**config.mk**
```make
export PLATFORM = sky130hd
export DESIGN_NAME = icache_refill_ctrl
export DESIGN_NICKNAME = d
export VERILOG_FILES = /design/src/rtl/icache_refill_ctrl.sv
export SDC_FILE = /design/constraint.sdc
export NUM_CORES = 1
export LEC_CHECK = 0
export CAP_MARGIN = 20
export CORE_AREA = 2 2 201 203
export DETAILED_ROUTE_END_ITERATION = 10
export DIE_AREA = 0 0 203 205
export DONT_BUFFER_PORTS = 1
export SYNTH_ARGS = -nofsm -noshare
export SYNTH_HDL_FRONTEND = slang
export SYNTH_SLANG_ARGS = --single-unit
export TNS_END_PERCENT = 50
```
**constraint.sdc**
```tcl
create_clock -name clk -period 4.5 [get_ports clk]
set_clock_uncertainty 0.15 [all_clocks]
set_input_delay 1.125 -clock clk [delete_from_list [all_inputs] [get_ports clk]]
set_output_delay 1.125 -clock clk [all_outputs]
set_load 0.005 [all_outputs]
```
**src/rtl/icache_refill_ctrl.sv**
```systemverilog
// Instruction-cache refill controller: serves line fetches from the data RAM and refills missed lines
// beat by beat from memory. Optional macro ICACHE_REFILL_FWD_EN forwards the refilled line as a fetch response.
module icache_refill_ctrl #(
  parameter int unsigned ICACHE_NO_OF_SETS = 1024,
  parameter int unsigned ADDR_WIDTH        = $clog2(ICACHE_NO_OF_SETS),
  parameter int unsigned BEAT_WIDTH        = 32,
  parameter int unsigned NUM_BEATS         = 4,
  localparam int unsigned LINE_WIDTH       = NUM_BEATS * BEAT_WIDTH
) (
  input  logic                  clk,
  input  logic                  rst_n,
  input  logic                  fetch_req_i,
  input  logic [ADDR_WIDTH-1:0] fetch_idx_i,
  output logic                  fetch_ready_o,
  output logic                  fetch_rvalid_o,
  output logic [LINE_WIDTH-1:0] fetch_rdata_o,
  input  logic                  miss_req_i,
  input  logic [31:0]           miss_addr_i,
  output logic                  busy_o,
  output logic                  refill_done_o,
  output logic                  mem_req_o,
  output logic [31:0]           mem_addr_o,
  input  logic                  mem_gnt_i,
  input  logic                  mem_rvalid_i,
  input  logic [BEAT_WIDTH-1:0] mem_rdata_i,
  output logic                  ram_req_o,
  output logic                  ram_wr_en_o,
  output logic [ADDR_WIDTH-1:0] ram_addr_o,
  output logic [LINE_WIDTH-1:0] ram_wdata_o,
  input  logic [LINE_WIDTH-1:0] ram_rdata_i
);

  localparam int unsigned OFFSET    = $clog2(LINE_WIDTH / 8);
  localparam int unsigned CNT_W     = (NUM_BEATS > 1) ? $clog2(NUM_BEATS) : 1;
  localparam logic [31:0] LINE_MASK = ~((32'd1 << OFFSET) - 32'd1);

  typedef enum logic [1:0] {IDLE, MEM_REQ, COLLECT, WRITE} state_t;

  state_t                state;
  logic [CNT_W-1:0]      beat_cnt;
  logic [LINE_WIDTH-1:0] line_q;
  logic [31:0]           addr_q;
  logic                  rvalid_q;
  logic                  wr_cycle;
  logic                  fetch_acc;

  assign wr_cycle      = (state == WRITE);
  // Qualified with rst_n so no fetch is accepted while reset is held.
  assign fetch_ready_o = rst_n && !wr_cycle;
  assign fetch_acc     = fetch_req_i && fetch_ready_o;

  assign busy_o         = (state != IDLE);
  assign refill_done_o  = wr_cycle;
  assign mem_req_o      = (state == MEM_REQ);
  assign mem_addr_o     = addr_q & LINE_MASK;
  assign fetch_rvalid_o = rvalid_q;
  assign fetch_rdata_o  = rvalid_q ? ram_rdata_i : '0;

  always_comb begin
    ram_req_o   = 1'b0;
    ram_wr_en_o = 1'b0;
    ram_addr_o  = '0;
    ram_wdata_o = '0;
    if (wr_cycle) begin
      ram_req_o   = 1'b1;
      ram_wr_en_o = 1'b1;
      ram_addr_o  = addr_q[OFFSET +: ADDR_WIDTH];
      ram_wdata_o = line_q;
    end else if (fetch_acc) begin
      ram_req_o  = 1'b1;
      ram_addr_o = fetch_idx_i;
    end
  end

  always_ff @(posedge clk or negedge rst_n) begin
    if (!rst_n) begin
      state    <= IDLE;
      beat_cnt <= '0;
      line_q   <= '0;
      addr_q   <= '0;
      rvalid_q <= 1'b0;
    end else begin
`ifdef ICACHE_REFILL_FWD_EN
      rvalid_q <= fetch_acc || wr_cycle;
`else
      rvalid_q <= fetch_acc;
`endif
      case (state)
        IDLE: begin
          if (miss_req_i) begin
            addr_q <= miss_addr_i;
            state  <= MEM_REQ;
          end
        end
        MEM_REQ: begin
          if (mem_gnt_i) state <= COLLECT;
        end
        COLLECT: begin
          if (mem_rvalid_i) begin
            line_q[int'(beat_cnt) * BEAT_WIDTH +: BEAT_WIDTH] <= mem_rdata_i;
            if (beat_cnt == CNT_W'(NUM_BEATS - 1)) begin
              beat_cnt <= '0;
              state    <= WRITE;
            end else begin
              beat_cnt <= beat_cnt + 1'b1;
            end
          end
        end
        WRITE:   state <= IDLE;
        default: state <= IDLE;
      endcase
    end
  end

endmodule
```
; Yosys cells after proc, flatten, opt, wreduce, memory -nomap -nowiden
; Index checks and enable logic that the tools add are counted.
[classes]
n_shift = 2
muxes = 14
eq_ne = 8
n_reduce_logical = 8
addsub = 2
[op_table]
columns = operator, n
row1 = 128-bit 2-to-1 mux, 2
row2 = 128-bit bitwise mux, 1
row3 = "32-bit by 34-bit variable shift with 128-bit output, first input constant", 1
row4 = 32-bit by 34-bit variable part select with 128-bit output, 1
row5 = 7-bit negator with 34-bit output, 1
row6 = 10-bit 2-to-1 mux, 2
row7 = 2-bit 2-to-1 mux, 5
row8 = 2-bit case mux with 4 select lines, 1
row9 = "2-bit == test, second input constant", 3
row10 = "2-bit inequality test, second input constant", 3
row11 = 2-bit AND reduction, 2
row12 = 4-bit AND reduction, 1
row13 = 1-bit 2-to-1 mux, 3
row14 = "2-bit by 1-bit adder with 2-bit output, second input constant", 1
row15 = "2-bit by 1-bit == test with 1-bit output, second input constant", 1
row16 = 1-bit logical AND, 2
row17 = 2-bit zero test, 1
row18 = "2-bit by 1-bit inequality test with 1-bit output, second input constant", 1
row19 = 2-bit nonzero test, 1
row20 = 1-bit zero test, 1
[totals]
ff_bits = 165
inputBits = 208

; Depth between registers and ports, before layout
; Gate-level depths: netlist (run 1).
[depth]
word_depth = 6
ltp_mapped = 7
ltp_nobuf = 5

; Least setup slack after synthesis (run 1)
; No wires, ideal clock.
[synth_timing]
path_kind = input to output
start = input rst_n
end = output ram_addr_o[0]
path_buffers = 1
required_time_ns = 3.225
arrival_time_ns = 1.898
slack_ns = 1.327
cell_stages = 4
cell_sequence = nor2b_1 -> and2_1 -> clkbuf_1 -> a22o_1
[synth_between]
elab_chain_len = 4
[synth_rtl]
columns = element, line_no
row1 = from (decl), 11  ; input logic rst_n,
row2 = 1-bit logical AND, 49  ; assign fetch_ready_o = rst_n && !wr_cycle;
row3 = 1-bit logical AND, 50  ; assign fetch_acc = fetch_req_i && fetch_ready_o;
row4 = via fetch_acc, 45  ; logic fetch_acc;
row5 = 10-bit 2-to-1 mux, 69  ; end else if (fetch_acc) begin
row6 = 10-bit 2-to-1 mux, 64  ; if (wr_cycle) begin
row7 = to (decl), 28  ; output logic [ADDR_WIDTH-1:0] ram_addr_o,
; The timed path passes the listed nets, and every way through them passes these cells.

; Worst setup path in the final report (run 1)
[layout_timing]
start = input rst_n
end = output ram_addr_o[1]
[layout_between]
elab_chain_len = 4
[layout_rtl]
columns = element, line_no
row1 = 1-bit logical AND, 49
row2 = 1-bit logical AND, 50
row3 = 10-bit 2-to-1 mux, 69
row4 = 10-bit 2-to-1 mux, 64
; Every way passes these cells.

==> flow_summary.json, run 1 <==
{
  "cts_root_buffer": "clkbuf_16",
  "ctsResizeCount": 0,
  "slew_headroom": 0.338,
  "fin_crit_ns": 3.77,
  "start_util": 0.200,
  "core_region_area_sq_mm": 0.0394,
  "first_pass_iters": 4,
  "cts_tree": "yes",
  "wire_per_inst_um": 37.2,
  "synth_ff_type": "dfrtp_1",
  "ant_nets": 0,
  "portBuffers": 0,
  "finalInstanceArea_sq_mm": 0.00902,
  "ios": 513,
  "antenna_found_initial": 85,
  "busiest_layer": "met2",
  "wl_mm": 44.9,
  "area_growth_pct": 14.5,
  "slew_viol_final": 0,
  "drive_gt1_frac": 0.128,
  "cts_buffer_depth": 2,
  "cts.sinks": 161,
  "dieArea_sq_mm": 0.0416,
  "ir_drop_uv": 369,
  "critPathCaptureType": "output port",
  "grt_pass1_wl_mm": 56.2,
  "die_h_um": 205,
  "ys_warn_count": 0,
  "crit_chain": "nor2b_1 -> and2_1 -> buf_4 -> a22o_1",
  "arrival_ns": 2.49,
  "post_cts.repair.setup_buffers": 0,
  "max_cap_viol_count": 0,
  "hold_path.class": "in -> async",
  "whs_ns": 0.226,
  "syn_area_per_cell_sq_um": 11.5,
  "fmax_ghz": 0.265,
  "setup_viol": 0,
  "drc_errors": 0,
  "place_worst_setup_slack_ns": 0.727,
  "holdBufCountCts": 0,
  "worst-path-buf-inv": 1,
  "use_met2": 0.332,
  "worstMarginPinSlew_ns": 0.992,
  "path_clk_slew_ns": 0.08,
  "fin_ws_ns": 0.731,
  "synth_top_area_share": 0.512,
  "cts_max_level": 4,
  "tns_ns": 0,
  "placedInstanceArea_sq_mm": 0.00833,
  "die_x_um": 203,
  "p_leak_nw": 4.03,
  "cp_slowest_cell": "and2_1",
  "yosysMostFrequentCell": "and2_1",
  "worstSetupPathType": "in -> out",
  "ys_top_cells_by_count": "and2_1, dfrtp_1, a22o_1",
  "syn_inst": 687,
  "critPathTopFamily": "simple AND/OR/NAND/NOR gates",
  "grt_setup_unrepaired": "false",
  "synth-edff-count": 0,
  "regArea_sq_mm": 0.00403,
  "cts_buffers": 17,
  "met1_usage": 0.236,
  "via_per_inst": 5.02,
  "grt.met3_usage": 0.0961,
  "placed_cells": 1163,
  "synth_area_leaders": "dfrtp_1, and2_1, a22o_1, mux2_2, clkbuf_1",
  "period_share": 0.838,
  "ys_ff_latch": 161,
  "syn_area_sq_mm": 0.00788,
  "grt_max_degree": 163,
  "multi_input_area_sq_mm": 0.00355,
  "nFillCells": 4194,
  "track_usage": 0.207,
  "cp-start-kind": "primary input",
  "gp_congestion": 0.945,
  "critPathMaxFanout": 162,
  "dp.final_hpwl_mm": 36.6,
  "yosys.cell_types.count": 28,
  "globalRoute.totalOverflow": 0,
  "status": "finished, final reports clean",
  "rows": 73,
  "synth.yosys.seq_area_share": 0.512,
  "async_reset_ff_frac": 1.00,
  "yosys.area.top_type": "dfrtp_1",
  "first_iter_violations": 472,
  "finalNonFillerCells": 1209,
  "pwr_density_cell_mw_per_mm2": 639,
  "clk_latency_ns": 0.44,
  "critical_path.max_stage_delay_ns": 0.48,
  "fin_nets": 876,
  "vias": 6064,
  "hold_viol": 0,
  "cp.required_ns": 3.22,
  "grt_pass1_vias": 5565
}
-- placed cells by master (no fill, tap or decap), types with 2 or more instances in the layout --
| cell type | n |
|---|---|
| inv_8 | 4 |
| inv_6 | 4 |
| diode_2 | 13 |
| inv_1 | 6 |
| nor4_4 | 3 |
| nor2b_1 | 2 |
| ha_1 | 9 |
| buf_4 | 7 |
| conb_1 | 4 |
| and2_1 | 257 |
| bufinv_16 | 3 |
| mux2_2 | 31 |
| a22o_1 | 138 |
| nand2_1 | 3 |
| clkbuf_16 | 17 |
| nand3_2 | 2 |
| dfrtp_1 | 160 |
-- layout make-up --
| type | count | share of cell area |
|---|---|---|
| repair buffers | 9 | 0.0111 |
| flip-flops and latches | 161 | 0.447 |
| diodes | 13 | 0.00361 |
| well taps | 525 | 0.0728 |
| clock inverters | 14 | 0.0212 |
| multi-input cells | 463 | 0.393 |
| inverters | 6 | 0.00250 |
| clock buffers | 18 | 0.0487 |
-- through the flow --
step                power (W)  utilization
finish                0.00577        0.229
global route          0.00607        0.229
CTS                   0.00579        0.228
detailed placement    0.00417        0.212
global placement      0.00411        0.212
floorplan             0.00360            -
-- flip-flops by register name, summed over array words and instances (netlist names) --
signal and count:
addr_q 28, state 2, beat_cnt 2, fetch_rvalid_o 1
line_q 128
-- logic make-up (layout without fill, tap and decap cells) --
kind of cell | count (synthesis) | in the layout | synth area share
fa+ha+maj | 10 | 10 | 0.0159
mux | 31 | 31 | 0.0443
buf+inv | 66 | 47 | 0.0419
compound gates | 140 | 140 | 0.156
other cells | 1 | 17 | 0.000476
flops | 161 | 161 | 0.512
simple gates | 278 | 278 | 0.230
-- per-layer routing --
| metal | wire [um] | vias to the layer above |
|---|---|---|
| li1 | - | 2320 |
| met1 | 16200 | 3025 |
| met2 | 21400 | 544 |
| met3 | 5130 | 161 |
| met4 | 2060 | 14 |
| met5 | 98 | - |
-- report_power, final --
part	total, W	leakage (nW)	switching (W)	internal [W]
Clock	0.00160	0.310	0.000693	0.000912
Sequential	0.00262	2.15	0.000553	0.00207
Combinational	0.00154	1.57	0.000777	0.000765
Total	0.00577	4.03	0.00202	0.00374
-- path summary, 6_finish.rpt --
check                      slack (ns)                       to               startpoint  cells after the start
max                              0.73            ram_addr_o[1]                    rst_n                      4
min                              0.23  line_q[124]$_DFFE_PN0P_                    rst_n                      0
max reg2reg                      1.60   line_q[67]$_DFFE_PN0P_     state[0]$_DFFE_PN0P_                      6
min reg2reg                      0.35  line_q[121]$_DFFE_PN0P_  line_q[121]$_DFFE_PN0P_                      1
max in group asynchronous        3.71   line_q[48]$_DFFE_PN0P_                    rst_n                      0
min in group clk                 0.35  line_q[121]$_DFFE_PN0P_  line_q[121]$_DFFE_PN0P_                      1
Power figures use the tool's default switching activity.
==> run 2: changes to the inputs <==
- clock period: 4.5 -> 3.9 ns (I/O delays scaled with it)
==> run 2 against run 1 <==
Sequential share of layout area increased by 0.11 points; sequential power up 15%; power increased by 11%; combinational power rose by 14%; flip-flop and latch count is the same; global-route usage decreased by 0.054 points; non-clock buffer count grew 3; hold slack worse by 0.14 ns; routed wire length down 0.17%; largest power group unchanged.
==> flow_summary.json, run 2 (synthesized netlist as in run 1, its figures left out) <==
{
  "track_usage": 0.206,
  "fin_nets": 879,
  "globalRoute.totalOverflow": 0,
  "clk_latency_ns": 0.43,
  "whs_ns": 0.0858,
  "ir_drop_uv": 249,
  "rr_startpoint": "beat_cnt[0]$_DFFE_PN0P_",
  "p_total_w": 0.00640,
  "ios": 513,
  "fmax_ghz": 0.299,
  "hold_path.class": "in -> async",
  "grt_pass1_vias": 5477,
  "top_regs": "line_q x128, addr_q x28",
  "via_per_inst": 4.89,
  "first_pass_iters": 5,
  "worstSetupPathType": "reg -> out",
  "dp.final_hpwl_mm": 36.7,
  "path_clk_slew_ns": 0.07,
  "cts.sinks": 161,
  "rr_endpoint": "line_q[68]$_DFFE_PN0P_",
  "setup_viol": 0,
  "grt_max_degree": 163,
  "die_h_um": 205,
  "finalInstanceArea_sq_mm": 0.00900,
  "placedInstanceArea_sq_mm": 0.00837,
  "cts_root_buffer": "clkbuf_16",
  "drive_gt1_frac": 0.132,
  "status": "finished, final reports clean",
  "rows": 73,
  "critPathCaptureType": "output port",
  "hold_viol": 0,
  "r2r_slack_ns": 1.35,
  "first_iter_violations": 398,
  "cts_buffers": 17,
  "cts_tree": "yes",
  "cts_max_level": 4,
  "dieArea_sq_mm": 0.0416,
  "arrival_ns": 2.22,
  "cp-start-kind": "register",
  "die_x_um": 203,
  "worstMarginPinSlew_ns": 0.875,
  "holdBufCountCts": 0,
  "critPathMaxFanout": 31,
  "ctsResizeCount": 0,
  "area_growth_pct": 14.3,
  "max_cap_viol_count": 0,
  "antenna_found_initial": 94,
  "pwr_density_cell_mw_per_mm2": 711,
  "fin_crit_ns": 3.34,
  "ant_nets": 0,
  "post_cts.repair.setup_buffers": 0,
  "period_share": 0.856,
  "core_region_area_sq_mm": 0.0394,
  "drc_errors": 0,
  "portBuffers": 0,
  "final_common_cell": "and2_1",
  "grt_pass1_wl_mm": 55.6,
  "p_leak_nw": 4.01,
  "largest_register": "line_q",
  "final_cell_mix": "and2_1, dfrtp_1, a22o_1",
  "start_util": 0.200,
  "tns_ns": 0,
  "wire_per_inst_um": 36.7,
  "grt_setup_unrepaired": "false",
  "final_core_util": 0.229,
  "wl_mm": 44.9,
  "largest_reg_flops": 128,
  "slew_headroom": 0.417,
  "cp.required_ns": 2.77,
  "vias": 5983,
  "gp_congestion": 1.01,
  "slew_viol_final": 0,
  "r2r_cells": 6,
  "cts_buffer_depth": 2
}
-- run 2: how the worst max path moves through the flow --
stage	start	endpoint	slack [ns]	cells after the start
CTS	state[0]$_DFFE_PN0P_	ram_req_o	0.51	5
finish	state[0]$_DFFE_PN0P_	ram_req_o	0.56	5
global route	state[0]$_DFFE_PN0P_	ram_req_o	0.42	5
detailed placement	rst_n	ram_addr_o[3]	0.78	4
floorplan	rst_n	ram_addr_o[0]	1.03	4
global placement	rst_n	ram_addr_o[3]	0.75	4
-- run 2: cell type report --
cell class / instances / area, sq um
clock inverter: 14 / 120
multi-input combinational: 463 / 3550
tap: 525 / 657
timing repair buffer: 12 / 123
inverter: 6 / 22.5
antenna: 24 / 60.1
clock buffer: 18 / 439
fill: 4219 / 30400
sequential: 161 / 4030
-- run 2: metal layers --
layer	vias up	GRT usage	routed length, um
met2	514	0.343	22100
met5	-	0	54
li1	2347	-	-
met3	144	0.0861	4280
met1	2970	0.236	16800
met4	8	0.0782	1600
-- run 2: critical path: stages, from the launching register on --
cell	delay [ns]
dfrtp_1	0.45
ha_4	0.44
nor2b_1	0.17
and2_1	0.20
buf_4	0.20
or2_2	0.31
-- run 2: per-stage QoR --
step	setup slack (ns)	cells
detailed placement	0.776	1166
finish	0.560	1223
CTS	0.509	1198
floorplan	1.03	690
global route	0.418	1203
global placement	0.753	1166
-- run 2: report_power, final --
| part | leakage, nW | internal (W) | switching (W) |
|---|---|---|---|
| Combinational | 1.58 | 0.000882 | 0.000873 |
| Sequential | 2.15 | 0.00238 | 0.000624 |
| Clock | 0.274 | 0.000855 | 0.000779 |
==> run 3: changes to the inputs <==
- ABC_AREA: unset -> 1
- CORE_AREA: 2 2 201 203 -> 2 2 197 199
- DIE_AREA: 0 0 203 205 -> 0 0 199 201
- GPL_TIMING_DRIVEN: unset -> 0
==> run 3 against run 2 <==
Core utilization is 4.1 points higher; critical path type unchanged; critical endpoint is now ram_wdata_o[120]; fmax is 6.7% lower; sequential power is 11% lower; first-iteration DRC count is 44% higher; largest cell class unchanged; cell count is 55% higher.
==> flow_summary.json, run 3 <==
{
  "status": "finished, final reports clean",
  "cts_buffers": 17,
  "start_util": 0.237,
  "synth_top_area_share": 0.446,
  "async_reset_ff_frac": 1.00,
  "area_growth_pct": 13.7,
  "synth_area_leaders": "dfrtp_1, nand2_1, inv_1, nand3_1, o21ai_1",
  "cts_root_buffer": "clkbuf_16",
  "ctsResizeCount": 0,
  "fin_crit_ns": 3.58,
  "worst-path-buf-inv": 4,
  "cp-start-kind": "register",
  "critPathCaptureType": "output port",
  "die_x_um": 199,
  "cp_slowest_cell": "buf_2",
  "ios": 513,
  "clk_latency_ns": 0.44,
  "slew_headroom": 0.484,
  "portBuffers": 0,
  "crit_path_frequent_cell": "buf_2",
  "tns_ns": 0,
  "post_cts.repair.setup_buffers": 0,
  "syn_area_sq_mm": 0.00902,
  "arrival_ns": 2.46,
  "dp.final_hpwl_mm": 38.3,
  "placed_cells": 1868,
  "final_common_cell": "nand2_1",
  "cts.sinks": 161,
  "period_share": 0.918,
  "cts_max_level": 4,
  "antenna_found_initial": 14,
  "cp.required_ns": 2.77,
  "syn_inst": 1347,
  "yosys.area.top_type": "dfrtp_1",
  "synth-edff-count": 0,
  "syn_area_per_cell_sq_um": 6.70,
  "pwr_density_cell_mw_per_mm2": 651,
  "max_cap_viol_count": 0,
  "path_clk_slew_ns": 0.08,
  "vias": 8508,
  "ys_ff_latch": 161,
  "yosys.cell_types.count": 23,
  "drive_gt1_frac": 0.0854,
  "fin_nets": 1587,
  "critPathTopFamily": "buffers and inverters",
  "wl_mm": 45.6,
  "top_regs": "line_q x128, addr_q x28",
  "crit_chain": "ha_1 -> clkbuf_1 -> buf_2 -> buf_2 -> nand2_1 -> inv_1",
  "p_leak_nw": 6.96,
  "final_cell_mix": "nand2_1, inv_1, dfrtp_1",
  "grt_pass1_wl_mm": 61.9,
  "ir_drop_uv": 273,
  "via_per_inst": 4.48,
  "largest_reg_flops": 128,
  "critPathMaxFanout": 10,
  "grt_pass1_vias": 8250,
  "ant_nets": 0,
  "worstSetupPathType": "reg -> out",
  "first_pass_iters": 5,
  "hold_viol": 0,
  "ys_top_cells_by_count": "nand2_1, inv_1, dfrtp_1",
  "hold_path.class": "in -> async",
  "die_h_um": 201,
  "ys_warn_count": 0,
  "core_region_area_sq_mm": 0.0381,
  "largest_register": "line_q",
  "holdBufCountCts": 0,
  "synth_ff_type": "dfrtp_1",
  "grt_max_degree": 163,
  "globalRoute.totalOverflow": 0,
  "dieArea_sq_mm": 0.0400,
  "nFillCells": 4303,
  "setup_viol": 0,
  "synth.yosys.seq_area_share": 0.446,
  "critical_path.max_stage_delay_ns": 0.44,
  "fmax_ghz": 0.279,
  "track_usage": 0.224,
  "rows": 72,
  "yosysMostFrequentCell": "nand2_1",
  "finalNonFillerCells": 1901,
  "wire_per_inst_um": 24.0,
  "worstMarginPinSlew_ns": 0.774,
  "cts_buffer_depth": 2,
  "gp_congestion": 1.11,
  "grt_setup_unrepaired": "false",
  "first_iter_violations": 574,
  "cts_tree": "yes",
  "slew_viol_final": 0,
  "drc_errors": 0
}
-- run 3: changes by cell type after synthesis, moves of 33 or more --
cell | previous run | this run
a22o_1 | 138 | 0
and2_1 | 257 | 0
buf_2 | 3 | 47
clkbuf_1 | 42 | 9
inv_1 | 6 | 300
nand2_1 | 3 | 581
nand3_1 | 2 | 93
nor2_1 | 1 | 36
o21ai_1 | 0 | 60
-- run 3: through the flow --
step / power [W] / instance area (sq um) / hold WS [ns] / utilization / worst slack (ns)
2_1_floorplan: 0.00418 / 9040 / 0.299 / - / 1.27
3_3_place_gp: 0.00496 / 9680 / 0.315 / 0.254 / 0.719
3_5_place_dp: 0.00503 / 9680 / 0.315 / 0.254 / 0.724
4_1_cts: 0.00672 / 10300 / 0.0451 / 0.269 / 0.289
5_1_grt: 0.00712 / 10300 / 0.0485 / 0.269 / 0.240
6_report: 0.00668 / 10300 / 0.0699 / 0.269 / 0.318
-- run 3: final cells by class --
class	count	area, sq um	share of cell area
buffer	82	509	0.0496
sequential	161	4030	0.393
tap	518	648	0.0632
multi-input combinational	801	3350	0.326
clock buffer	18	429	0.0418
inverter	306	1150	0.112
clock inverter	14	145	0.0141
antenna	1	2.50	0.000244
-- run 3: kinds of logic after synthesis --
kind of cell	synth area share
AOI/OAI and AO/OA	0.0366
buffers and inverters	0.184
adders and majority gates	0.0139
DFF	0.446
and+or+nand+nor	0.319
other	0.000416
-- run 3: final timing paths --
kind / cells past startpoint / slack, ns / startpoint / to
max: 6 / 0.32 / state[1]$_DFFE_PN0P_ / ram_wdata_o[120]
min in group clk: 2 / 0.33 / line_q[5]$_DFFE_PN0P_ / line_q[5]$_DFFE_PN0P_
min: 0 / 0.07 / rst_n / line_q[29]$_DFFE_PN0P_
max reg2reg: 8 / 1.80 / beat_cnt[0]$_DFFE_PN0P_ / line_q[71]$_DFFE_PN0P_
max in group asynchronous: 0 / 3.14 / rst_n / addr_q[6]$_DFFE_PN0P_
min reg2reg: 2 / 0.33 / line_q[5]$_DFFE_PN0P_ / line_q[5]$_DFFE_PN0P_
-- run 3: routing by layer --
layer  wire length (um)  GRT usage
met2              21700      0.369
met4               1700     0.0941
met3               3210     0.0563
met1              18900      0.278
met5                 64          0
-- run 3: report_power, final --
| group | switching (W) | leakage (nW) | internal, W |
|---|---|---|---|
| Clock | 0.000824 | 0.269 | 0.000853 |
| Sequential | 0.000434 | 2.18 | 0.00224 |
| Combinational | 0.00164 | 4.52 | 0.000695 |
| Total | 0.00290 | 6.96 | 0.00379 |
